==> config.mk <==
export PLATFORM = sky130hd
export DESIGN_NAME = uma_mem_requester_flat
export DESIGN_NICKNAME = d
export VERILOG_FILES = /design/src/rtl/uma_pkg.sv /design/src/rtl/uma_mem_requester_if.sv /design/src/rtl/uma_cmd_fifo.sv /design/src/rtl/uma_mem_requester.sv /design/src/flat_wrapper.sv
export SDC_FILE = /design/constraint.sdc
export NUM_CORES = 1
export LEC_CHECK = 0
export BUFFER_PORTS_ARGS = -buffer_cell sky130_fd_sc_hd__buf_2
export CELL_PAD_IN_SITES_DETAIL_PLACEMENT = 1
export CELL_PAD_IN_SITES_GLOBAL_PLACEMENT = 1
export CORE_ASPECT_RATIO = 0.5
export CORE_MARGIN = 1
export CORE_UTILIZATION = 49
export DETAILED_ROUTE_END_ITERATION = 8
export PLACE_DENSITY = 0.78
export SKIP_CTS_REPAIR_TIMING = 1
export SYNTH_ARGS = -nofsm -noshare
export SYNTH_HDL_FRONTEND = slang
export SYNTH_SLANG_ARGS = --single-unit
export TNS_END_PERCENT = 30
==> constraint.sdc <==
create_clock -name clk -period 5.4 [get_ports clk]
set_input_delay 1.35 -clock clk [delete_from_list [all_inputs] [get_ports clk]]
set_output_delay 1.35 -clock clk [all_outputs]
set_load 0.02 [all_outputs]
==> src/rtl/uma_pkg.sv <==
`default_nettype none
// ============================================================================
// Module   : uma_pkg
// Brief    : Shared types and defaults for the UMA memory requester
// Revision : 1.0 - initial release
// ============================================================================
package uma_pkg;

  typedef enum logic [1:0] {
    ST_IDLE      = 2'd0,
    ST_WAIT_BUSY = 2'd1,
    ST_WAIT_ACK  = 2'd2
  } state_t;

  typedef struct packed {
    logic        we;
    logic [31:0] addr;
    logic [31:0] wdata;
  } cmd_t;

  localparam int c_DEFAULT_DEPTH   = 4;
  localparam int c_DEFAULT_TIMEOUT = 64;
  localparam int c_CMD_W           = $bits(cmd_t);

endpackage
`default_nettype wire

==> src/rtl/uma_mem_requester_if.sv <==
`default_nettype none
// ============================================================================
// Module   : uma_mem_requester_if
// Brief    : Client command/response and memory handshake bundle
// Revision : 1.0 - initial release
// ============================================================================
interface uma_mem_requester_if;
  // client side
  logic        req_valid;
  logic        req_we;
  logic [31:0] req_addr;
  logic [31:0] req_wdata;
  logic        req_ready;
  logic        resp_valid;
  logic        resp_we;
  logic [31:0] resp_rdata;
  logic        resp_err;
  // memory side
  logic        mem_rreq;
  logic        mem_wreq;
  logic [31:0] mem_addr;
  logic [31:0] mem_wdata;
  logic [31:0] mem_rdata;
  logic        mem_busy;
  logic        mem_ack;

  // requester view
  modport master (
    input  req_valid, req_we, req_addr, req_wdata,
    output req_ready, resp_valid, resp_we, resp_rdata, resp_err,
    output mem_rreq, mem_wreq, mem_addr, mem_wdata,
    input  mem_rdata, mem_busy, mem_ack
  );

  // client plus memory view
  modport slave (
    output req_valid, req_we, req_addr, req_wdata,
    input  req_ready, resp_valid, resp_we, resp_rdata, resp_err,
    input  mem_rreq, mem_wreq, mem_addr, mem_wdata,
    output mem_rdata, mem_busy, mem_ack
  );
endinterface
`default_nettype wire

==> src/rtl/uma_cmd_fifo.sv <==
`default_nettype none
// ============================================================================
// Module   : uma_cmd_fifo
// Brief    : Synchronous FIFO with extra-bit pointers for full/empty
// Revision : 1.0 - initial release
// ============================================================================
module uma_cmd_fifo #(
  parameter int WIDTH = 65,
  parameter int DEPTH = 4
) (
  input  wire logic             clk,
  input  wire logic             reset,
  input  wire logic             i_push,
  input  wire logic [WIDTH-1:0] i_din,
  input  wire logic             i_pop,
  output logic      [WIDTH-1:0] o_dout,
  output logic                  o_full,
  output logic                  o_empty
);

  localparam int c_AW = $clog2(DEPTH);
  localparam logic [c_AW:0] c_ONE = {{c_AW{1'b0}}, 1'b1};

  logic [c_AW:0]    r_wr_ptr;
  logic [c_AW:0]    r_rd_ptr;
  logic [WIDTH-1:0] r_mem [DEPTH];
  logic             w_do_push;
  logic             w_do_pop;

  // Same index with differing wrap bits means every slot is occupied.
  assign o_empty   = (r_wr_ptr == r_rd_ptr);
  assign o_full    = (r_wr_ptr[c_AW] != r_rd_ptr[c_AW]) &&
                     (r_wr_ptr[c_AW-1:0] == r_rd_ptr[c_AW-1:0]);
  assign w_do_push = i_push && !o_full;
  assign w_do_pop  = i_pop && !o_empty;
  assign o_dout    = r_mem[r_rd_ptr[c_AW-1:0]];

  // Pointer update; push and pop in one cycle both advance.
  always_ff @(posedge clk or negedge reset) begin
    if (!reset) begin
      r_wr_ptr <= '0;
      r_rd_ptr <= '0;
    end else begin
      if (w_do_push) r_wr_ptr <= r_wr_ptr + c_ONE;
      if (w_do_pop)  r_rd_ptr <= r_rd_ptr + c_ONE;
    end
  end

  // Storage write; contents need no reset because empty gates reads.
  always_ff @(posedge clk) begin
    if (w_do_push) r_mem[r_wr_ptr[c_AW-1:0]] <= i_din;
  end

endmodule
`default_nettype wire

==> src/rtl/uma_mem_requester.sv <==
`default_nettype none
// ============================================================================
// Module   : uma_mem_requester
// Brief    : Queues client commands and issues them one at a time to memory
// Revision : 1.0 - initial release
// ============================================================================
module uma_mem_requester
  import uma_pkg::*;
#(
  parameter int DEPTH   = c_DEFAULT_DEPTH,
  parameter int TIMEOUT = c_DEFAULT_TIMEOUT
) (
  input wire logic             clk,
  input wire logic             reset,
  uma_mem_requester_if.master  bus
);

  localparam int c_CNT_W = $clog2(TIMEOUT) + 1;
  localparam logic [c_CNT_W-1:0] c_CNT_LAST = c_CNT_W'(TIMEOUT - 1);
  localparam logic [c_CNT_W-1:0] c_CNT_ONE  = c_CNT_W'(1);

  state_t              r_state;
  state_t              w_state_nxt;
  cmd_t                w_req_cmd;
  cmd_t                w_head;
  cmd_t                r_issue;
  logic                w_full;
  logic                w_empty;
  logic                w_pop;
  logic                w_start;
  logic                w_ack_done;
  logic                w_timeout;
  logic [c_CNT_W-1:0]  r_cnt;
  logic                r_rreq;
  logic                r_wreq;
  logic                r_resp_valid;
  logic                r_resp_we;
  logic                r_resp_err;
  logic [31:0]         r_resp_rdata;

  assign w_req_cmd = '{we: bus.req_we, addr: bus.req_addr, wdata: bus.req_wdata};

  uma_cmd_fifo #(
    .WIDTH (c_CMD_W),
    .DEPTH (DEPTH)
  ) u_fifo (
    .clk     (clk),
    .reset   (reset),
    .i_push  (bus.req_valid),
    .i_din   (w_req_cmd),
    .i_pop   (w_pop),
    .o_dout  (w_head),
    .o_full  (w_full),
    .o_empty (w_empty)
  );

  // State register.
  always_ff @(posedge clk or negedge reset) begin
    if (!reset) r_state <= ST_IDLE;
    else        r_state <= w_state_nxt;
  end

  // Next state and single-cycle control strobes; an ack beats a coincident timeout.
  always_comb begin
    w_state_nxt = r_state;
    w_pop       = 1'b0;
    w_start     = 1'b0;
    w_ack_done  = 1'b0;
    w_timeout   = 1'b0;
    case (r_state)
      ST_IDLE: begin
        if (!w_empty) begin
          w_pop       = 1'b1;
          w_state_nxt = ST_WAIT_BUSY;
        end
      end
      ST_WAIT_BUSY: begin
        if (!bus.mem_busy) begin
          w_start     = 1'b1;
          w_state_nxt = ST_WAIT_ACK;
        end
      end
      ST_WAIT_ACK: begin
        if (bus.mem_ack) begin
          w_ack_done  = 1'b1;
          w_state_nxt = ST_IDLE;
        end else if (r_cnt == c_CNT_LAST) begin
          w_timeout   = 1'b1;
          w_state_nxt = ST_IDLE;
        end
      end
      default: w_state_nxt = ST_IDLE;
    endcase
  end

  // Issue register, request levels and wait counter; the counter stops at TIMEOUT at most.
  always_ff @(posedge clk or negedge reset) begin
    if (!reset) begin
      r_issue <= '0;
      r_rreq  <= 1'b0;
      r_wreq  <= 1'b0;
      r_cnt   <= '0;
    end else begin
      if (w_pop) r_issue <= w_head;
      if (w_start) begin
        r_rreq <= !r_issue.we;
        r_wreq <= r_issue.we;
        r_cnt  <= '0;
      end else begin
        if (w_ack_done || w_timeout) begin
          r_rreq <= 1'b0;
          r_wreq <= 1'b0;
        end
        if (r_state == ST_WAIT_ACK) r_cnt <= r_cnt + c_CNT_ONE;
      end
    end
  end

  // Completion pulse; data and error fields are zero outside the pulse.
  always_ff @(posedge clk or negedge reset) begin
    if (!reset) begin
      r_resp_valid <= 1'b0;
      r_resp_we    <= 1'b0;
      r_resp_err   <= 1'b0;
      r_resp_rdata <= '0;
    end else begin
      r_resp_valid <= w_ack_done || w_timeout;
      r_resp_we    <= (w_ack_done || w_timeout) && r_issue.we;
      r_resp_err   <= w_timeout;
      r_resp_rdata <= (w_ack_done && !r_issue.we) ? bus.mem_rdata : 32'd0;
    end
  end

  assign bus.req_ready  = !w_full;
  assign bus.resp_valid = r_resp_valid;
  assign bus.resp_we    = r_resp_we;
  assign bus.resp_err   = r_resp_err;
  assign bus.resp_rdata = r_resp_rdata;
  assign bus.mem_rreq   = r_rreq;
  assign bus.mem_wreq   = r_wreq;
  assign bus.mem_addr   = r_issue.addr;
  assign bus.mem_wdata  = r_issue.wdata;

endmodule
`default_nettype wire

==> src/flat_wrapper.sv <==
// flat-port wrapper written by rule: the top's interface ports become plain ports
module uma_mem_requester_flat import uma_pkg::*;
#(
  parameter int DEPTH   = c_DEFAULT_DEPTH,
  parameter int TIMEOUT = c_DEFAULT_TIMEOUT
)
  (clk, reset, bus_req_valid, bus_req_we, bus_req_addr, bus_req_wdata, bus_req_ready, bus_resp_valid, bus_resp_we, bus_resp_rdata, bus_resp_err, bus_mem_rreq, bus_mem_wreq, bus_mem_addr, bus_mem_wdata, bus_mem_rdata, bus_mem_busy, bus_mem_ack);
  uma_mem_requester_if bus_i ();
  input wire logic clk;
  input wire logic reset;
  input wire logic [$bits(bus_i.req_valid)-1:0] bus_req_valid;
  input wire logic [$bits(bus_i.req_we)-1:0] bus_req_we;
  input wire logic [$bits(bus_i.req_addr)-1:0] bus_req_addr;
  input wire logic [$bits(bus_i.req_wdata)-1:0] bus_req_wdata;
  output wire logic [$bits(bus_i.req_ready)-1:0] bus_req_ready;
  output wire logic [$bits(bus_i.resp_valid)-1:0] bus_resp_valid;
  output wire logic [$bits(bus_i.resp_we)-1:0] bus_resp_we;
  output wire logic [$bits(bus_i.resp_rdata)-1:0] bus_resp_rdata;
  output wire logic [$bits(bus_i.resp_err)-1:0] bus_resp_err;
  output wire logic [$bits(bus_i.mem_rreq)-1:0] bus_mem_rreq;
  output wire logic [$bits(bus_i.mem_wreq)-1:0] bus_mem_wreq;
  output wire logic [$bits(bus_i.mem_addr)-1:0] bus_mem_addr;
  output wire logic [$bits(bus_i.mem_wdata)-1:0] bus_mem_wdata;
  input wire logic [$bits(bus_i.mem_rdata)-1:0] bus_mem_rdata;
  input wire logic [$bits(bus_i.mem_busy)-1:0] bus_mem_busy;
  input wire logic [$bits(bus_i.mem_ack)-1:0] bus_mem_ack;
  assign bus_i.req_valid = bus_req_valid;
  assign bus_i.req_we = bus_req_we;
  assign bus_i.req_addr = bus_req_addr;
  assign bus_i.req_wdata = bus_req_wdata;
  assign bus_req_ready = bus_i.req_ready;
  assign bus_resp_valid = bus_i.resp_valid;
  assign bus_resp_we = bus_i.resp_we;
  assign bus_resp_rdata = bus_i.resp_rdata;
  assign bus_resp_err = bus_i.resp_err;
  assign bus_mem_rreq = bus_i.mem_rreq;
  assign bus_mem_wreq = bus_i.mem_wreq;
  assign bus_mem_addr = bus_i.mem_addr;
  assign bus_mem_wdata = bus_i.mem_wdata;
  assign bus_i.mem_rdata = bus_mem_rdata;
  assign bus_i.mem_busy = bus_mem_busy;
  assign bus_i.mem_ack = bus_mem_ack;
  uma_mem_requester #(.DEPTH(DEPTH), .TIMEOUT(TIMEOUT)) u_core (.clk(clk), .reset(reset), .bus(bus_i));
endmodule
# Word-level counts from Yosys, hierarchy flattened
# Memories as Yosys holds them, arrays and structs flattened. A register that Yosys moved wholly into a read port is not among the register bits.
# Index checks and enable logic that the tools add are counted.
[totals] in_bits=102 wordCells=59 ramBits=260 ff_bits=52 mem_count=1 out_inout_bits=102
[mem_list] name="u_core.u_fifo.r_mem" words=4 word_bits=65 rd=1 rd_ports_with_merged_regs=1 wr=1 line="uma_cmd_fifo.sv:26" rtl="logic [WIDTH-1:0] r_mem [DEPTH];"
[op_classes] n_eq_ne=9 n_reduce_logical=14 n_mux=22 n_addsub=3
[op_table] cell="$mux 32" n=1
[op_table] cell="$mux 1" n=14
[op_table] cell="$mux 7" n=2
[op_table] cell="$mux 2" n=4
[op_table] cell="$add 7x1->7 const B" n=1
[op_table] cell="$eq 7x6->1 const B" n=1
[op_table] cell="$add 3x1->3 const B" n=2
[op_table] cell="$pmux 2 s3" n=1
[op_table] cell="$logic_and 1x1->1" n=5
[op_table] cell="$logic_not 1->1" n=4
[op_table] cell="$ne 2x2->1 const B" n=2
[op_table] cell="$reduce_bool 2->1" n=2
[op_table] cell="$eq 3x3->1" n=1
[op_table] cell="$ne 3x2->1 const B" n=1
[op_table] cell="$reduce_and 3->1" n=1
[op_table] cell="$eq 2x1->1 const B" n=1
[op_table] cell="$eq 2x2->1" n=1
[op_table] cell="$eq 2x2->1 const B" n=1
[op_table] cell="$logic_not 2->1" n=1
[op_table] cell="$logic_or 1x1->1" n=1
[op_table] cell="$ne 1x1->1" n=1

# Depth between registers and ports, before layout
[logic_depth] word_depth=7 ltp_mapped=6 depth_no_buf=4

# Hierarchy
# A second synthesis with hierarchy kept.
[hier_totals] hier_cells=721 hier_area_um2=14447.6
[by_module_without_submodules] mod="uma_cmd_fifo" area_each_um2=9898.2 seq_area_each_um2=7957.6 n_inst=1 cells_per_inst=392
[by_module_without_submodules] mod="uma_mem_requester" area_each_um2=4549.4 seq_area_each_um2=2777.7 n_inst=1 cells_per_inst=329

# Worst setup path after synthesis
# OpenSTA, ideal clock, no wires.
[synth_path] path_kind="input to register" startpoint="in bus_req_valid" endpoint="mem u_core.u_fifo.r_mem[3][0], enable pin" required_time_ps=4870 path_slack_ps=128 path_buffers=0 arrival_time_ps=4742 setup_time_ps=530 stages=2 path_cell_list="nand2_1 > a31oi_1"
[synth_via] elab_chain_cells=3
[synth_lines] item="start, declared" line="flat_wrapper.sv:11" rtl="input wire logic [$bits(bus_i.req_valid)-1:0] bus_req_valid;"
[synth_lines] item="$logic_and 1x1->1" line="uma_cmd_fifo.sv:34" rtl="assign w_do_push = i_push && !o_full;"
[synth_lines] item="$mux 1" line="uma_cmd_fifo.sv:51" rtl="if (w_do_push) r_mem[r_wr_ptr[c_AW-1:0]] <= i_din;"
[synth_lines] item="$mux 1 (not written as such)" line="uma_cmd_fifo.sv:51"
[synth_lines] item="end, declared" line="uma_cmd_fifo.sv:26"
# No other way between the ends.

# Worst setup path in the final report
[layout_path] startpoint="reg u_core.u_fifo.r_rd_ptr[0]" endpoint="out bus_req_ready"
[layout_via] elab_chain_cells=3
[layout_lines] item="start, declared" line="uma_cmd_fifo.sv:25" rtl="logic [c_AW:0] r_rd_ptr;"
[layout_lines] item="start signal, assigned" line="uma_cmd_fifo.sv:45" rtl="if (w_do_pop) r_rd_ptr <= r_rd_ptr + c_ONE;"
[layout_lines] item="$eq 2x2->1" line="uma_cmd_fifo.sv:33" rtl="(r_wr_ptr[c_AW-1:0] == r_rd_ptr[c_AW-1:0]);"
[layout_lines] item="$logic_and 1x1->1" line="uma_cmd_fifo.sv:32" rtl="assign o_full = (r_wr_ptr[c_AW] != r_rd_ptr[c_AW]) &&"
[layout_lines] item="$logic_not 1->1" line="uma_mem_requester.sv:134" rtl="assign bus.req_ready = !w_full;"
[layout_lines] item="end, declared" line="flat_wrapper.sv:15" rtl="output wire logic [$bits(bus_i.req_ready)-1:0] bus_req_ready;"
# No other way between the ends.

==> flow_summary_export.csv <==
group,metric,value,unit
run_status,status,"finished, final reports clean",
detailed_routing,viasPerCell,5.36,
die,dieArea,30100,um2
grt,grt_max_degree,88,
yosys,syn_area_per_cell,20.5,um2
sta,setup_violations,0,
hold_path,worstHoldPathType,"reg2reg",
detailed_routing,post-route-drc-count,0,
yosys,synth_edf_count,260,
power_and_ir_drop,leakagePower,6.31,nW
sta,finClkSkew,32.4,ps
sta,drv_slew,0,
worst_setup_path,crit_path_end_kind,"output port",
clocking,cts_tree,"built",
worst_setup_path,crit_type,"reg2out",
clocking,max-clock-path-buffers,3,
sta,fin_crit_sh,62.1,%
die,coreArea,28200,um2
power_and_ir_drop,power_density,595,nW/um2
sta,rsz0062_at_grt,"no",
power_and_ir_drop,vdd_ir_drop_max,0.269,mV
die,die_x,244,um
grt,grt_use_total,20.5,%
yosys,yosys.cell_types.count,40,
place,io_buffers,203,
detailed_routing,drtPass1Iterations,5,
worst_setup_path,worstPathArrival,2010,ps
job,maxCapViolations,0,
layout,layout-drive-gt1-share,45.4,%
sta,slew_headroom,17.0,%
yosys,synth_area,14400,um2
place,hpwl,18.7,mm
worst_setup_path,critPathMaxFanout,33,
detailed_routing,wl_per_cell,24.0,um
die,rows,43,
worst_setup_path,required,4050,ps
place,gp_congestion,0.756,
layout,num-nets-final,964,
worst_setup_path,startpoint_type,"register",
layout,fin_cells,1266,
yosys,ys_seq_area_share,74.7,%
detailed_routing,finalWirelength,30.4,mm
yosys,synthCells,702,
yosys,ys_warn_count,0,
detailed_routing,drt_iter0_markers,389,
yosys,synthArstFlopShare,31.0,%
clocking,htree_levels,2,
clocking,cts.sink_count,377,
layout,areaGrowthSynthToFinish,13.9,%
grt,grt_antenna_before_repair,3,
yosys,synthesis.nets,810,
sta,min_period,3360,ps
sta,hold_slack,502,ps
detailed_routing,routed-via-count,6780,
die,initial_core_util,50.9,%
clocking,clk_pin_slew,60,ps
sta,max_freq,298,MHz
place,dpl.cell_count,1202,
yosys,synthFlopType,"edfxtp_1",
grt,grt_overflow_total,0,
layout,fill_cells,2507,
die,die_y,123,um
sta,hold_viol,0,
sta,setup-tns-final,0,ps
clocking,worstSkewPairLatency,540,ps
grt,grt_pass1_wl,45.6,mm
clocking,cts_buffers,34,
clocking,cts_root_buffer,"clkbuf_16",
detailed_routing,postRouteAntennaNets,0,
sta,tightest_slew,1250,ps
grt,first_global_vias,7555,
die,io_pins,204,
yosys,synth-seq-cells,377,
## cells by family (layout without fill, tap and decap cells)
group | after synthesis | count (layout) | synth area share (%)
and+or+nand+nor | 60 | 60 | 2.50
AOI/OAI and AO/OA | 17 | 17 | 0.853
other | 0 | 2 | 0
buffers and inverters | 98 | 278 | 4.75
xor gates and xnor gates | 8 | 8 | 0.671
adders and majority gates | 6 | 6 | 0.522
DFF | 377 | 377 | 74.7
muxes | 136 | 136 | 16.0
## final timing paths
check | start | to | slack, ps | cells past startpoint
worst max-delay path | u_core.u_fifo.r_rd_ptr[0]$_DFFE_PN0P_ | bus_req_ready | 2040 | 3
worst min-delay path | u_core.bus.mem_wdata[11]$_DFFE_PN0P_ | u_core.bus.mem_wdata[11]$_DFFE_PN0P_ | 500 | 1
worst max register to register | u_core.u_fifo.r_rd_ptr[0]$_DFFE_PN0P_ | u_core.bus.mem_addr[19]$_DFFE_PN0P_ | 2310 | 4
worst min register to register | u_core.bus.mem_wdata[11]$_DFFE_PN0P_ | u_core.bus.mem_wdata[11]$_DFFE_PN0P_ | 500 | 1
max in group asynchronous | reset | u_core.u_fifo.r_rd_ptr[0]$_DFFE_PN0P_ | 3490 | 2
min in group asynchronous | reset | u_core.bus.mem_addr[15]$_DFFE_PN0P_ | 870 | 1
## power breakdown
| group | total (mW) | internal (mW) | switching (mW) | leakage (nW) |
|---|---|---|---|---|
| clock | 2.30 | 1.25 | 1.05 | 0.515 |
| sequential | 4.36 | 3.95 | 0.412 | 3.84 |
| combinational | 3.07 | 1.41 | 1.65 | 1.95 |
## synthesized netlist by cell type (all sizes together) (4+ instances only)
| library cell | number | area (um2) |
|---|---|---|
| and2 | 36 | 225 |
| buf | 82 | 622 |
| mux4 | 65 | 1460 |
| ha | 6 | 75.1 |
| dfrtp | 117 | 2930 |
| edfxtp | 260 | 7810 |
| inv | 7 | 26.3 |
| mux2 | 68 | 803 |
| xor2 | 4 | 35.0 |
| xnor2 | 4 | 61.3 |
| nand3 | 5 | 25.0 |
| nand2 | 6 | 22.5 |
| clkbuf | 9 | 33.8 |
## per-stage QoR
| step | area [um2] | util, % | setup slack, ps | power (mW) |
|---|---|---|---|---|
| floorplan | 14400 | - | 128 | 6.88 |
| global placement | 15300 | 54.2 | 2170 | 7.32 |
| detailed placement | 15300 | 54.2 | 2120 | 7.51 |
| CTS | 16400 | 57.9 | 1970 | 9.85 |
| global route | 16400 | 57.9 | 1900 | 10.2 |
| finish | 16400 | 57.9 | 2040 | 9.73 |
## placed cells by master, fill, tap and decap left out, types with 4 or more instances in the layout
cell type,count
edfxtp_1,260
and2_1,33
mux2_2,57
buf_4,5
dfrtp_1,115
xor2_1,4
mux4_2,65
clkinv_2,7
clkbuf_1,12
buf_2,202
clkbuf_16,35
mux2_4,10
nand2_1,6
nand3_1,5
inv_1,7
ha_1,6
## layout make-up
cell class                 instances  area [um2]  area share, %
tap                              382         478           2.92
timing repair buffer             209        1080           6.60
antenna                            2        5.00         0.0306
clock inverter                    12        83.8          0.512
clock buffer                      50         962           5.88
multi-input combinational        227        2980           18.2
inverter                           7        26.3          0.161
sequential                       377       10700           65.7
## flip-flops by register name, indices dropped and copies added (netlist names)
name                    cells
u_core.u_fifo.r_rd_ptr      3
u_core.bus.resp_valid       1
u_core.bus.resp_rdata      32
u_core.r_issue              1
u_core.u_fifo.r_mem       260
u_core.u_fifo.r_wr_ptr      3
u_core.bus.resp_we          1
u_core.bus.mem_rreq         1
u_core.bus.mem_wdata       32
u_core.r_state              2
u_core.bus.mem_addr        32
u_core.r_cnt                7
u_core.bus.mem_wreq         1
u_core.bus.resp_err         1
## critical path, stage by stage, from the launching register on
cell and delay, ps:
dfrtp_4 900, xnor2_4 250, nand3_1 120, buf_2 190
## per-layer routing
| layer | share of wire [%] | vias to the layer above | track usage, % |
|---|---|---|---|
| met2 | 53 | 179 | 37.6 |
| met3 | 4.8 | 45 | 4.36 |
| li1 | - | 2947 | - |
| met5 | 0.10 | - | 0 |
| met1 | 40 | 3605 | 25.0 |
| met4 | 1.6 | 4 | 5.27 |
Note: power is estimated with default switching activity, not from simulation.
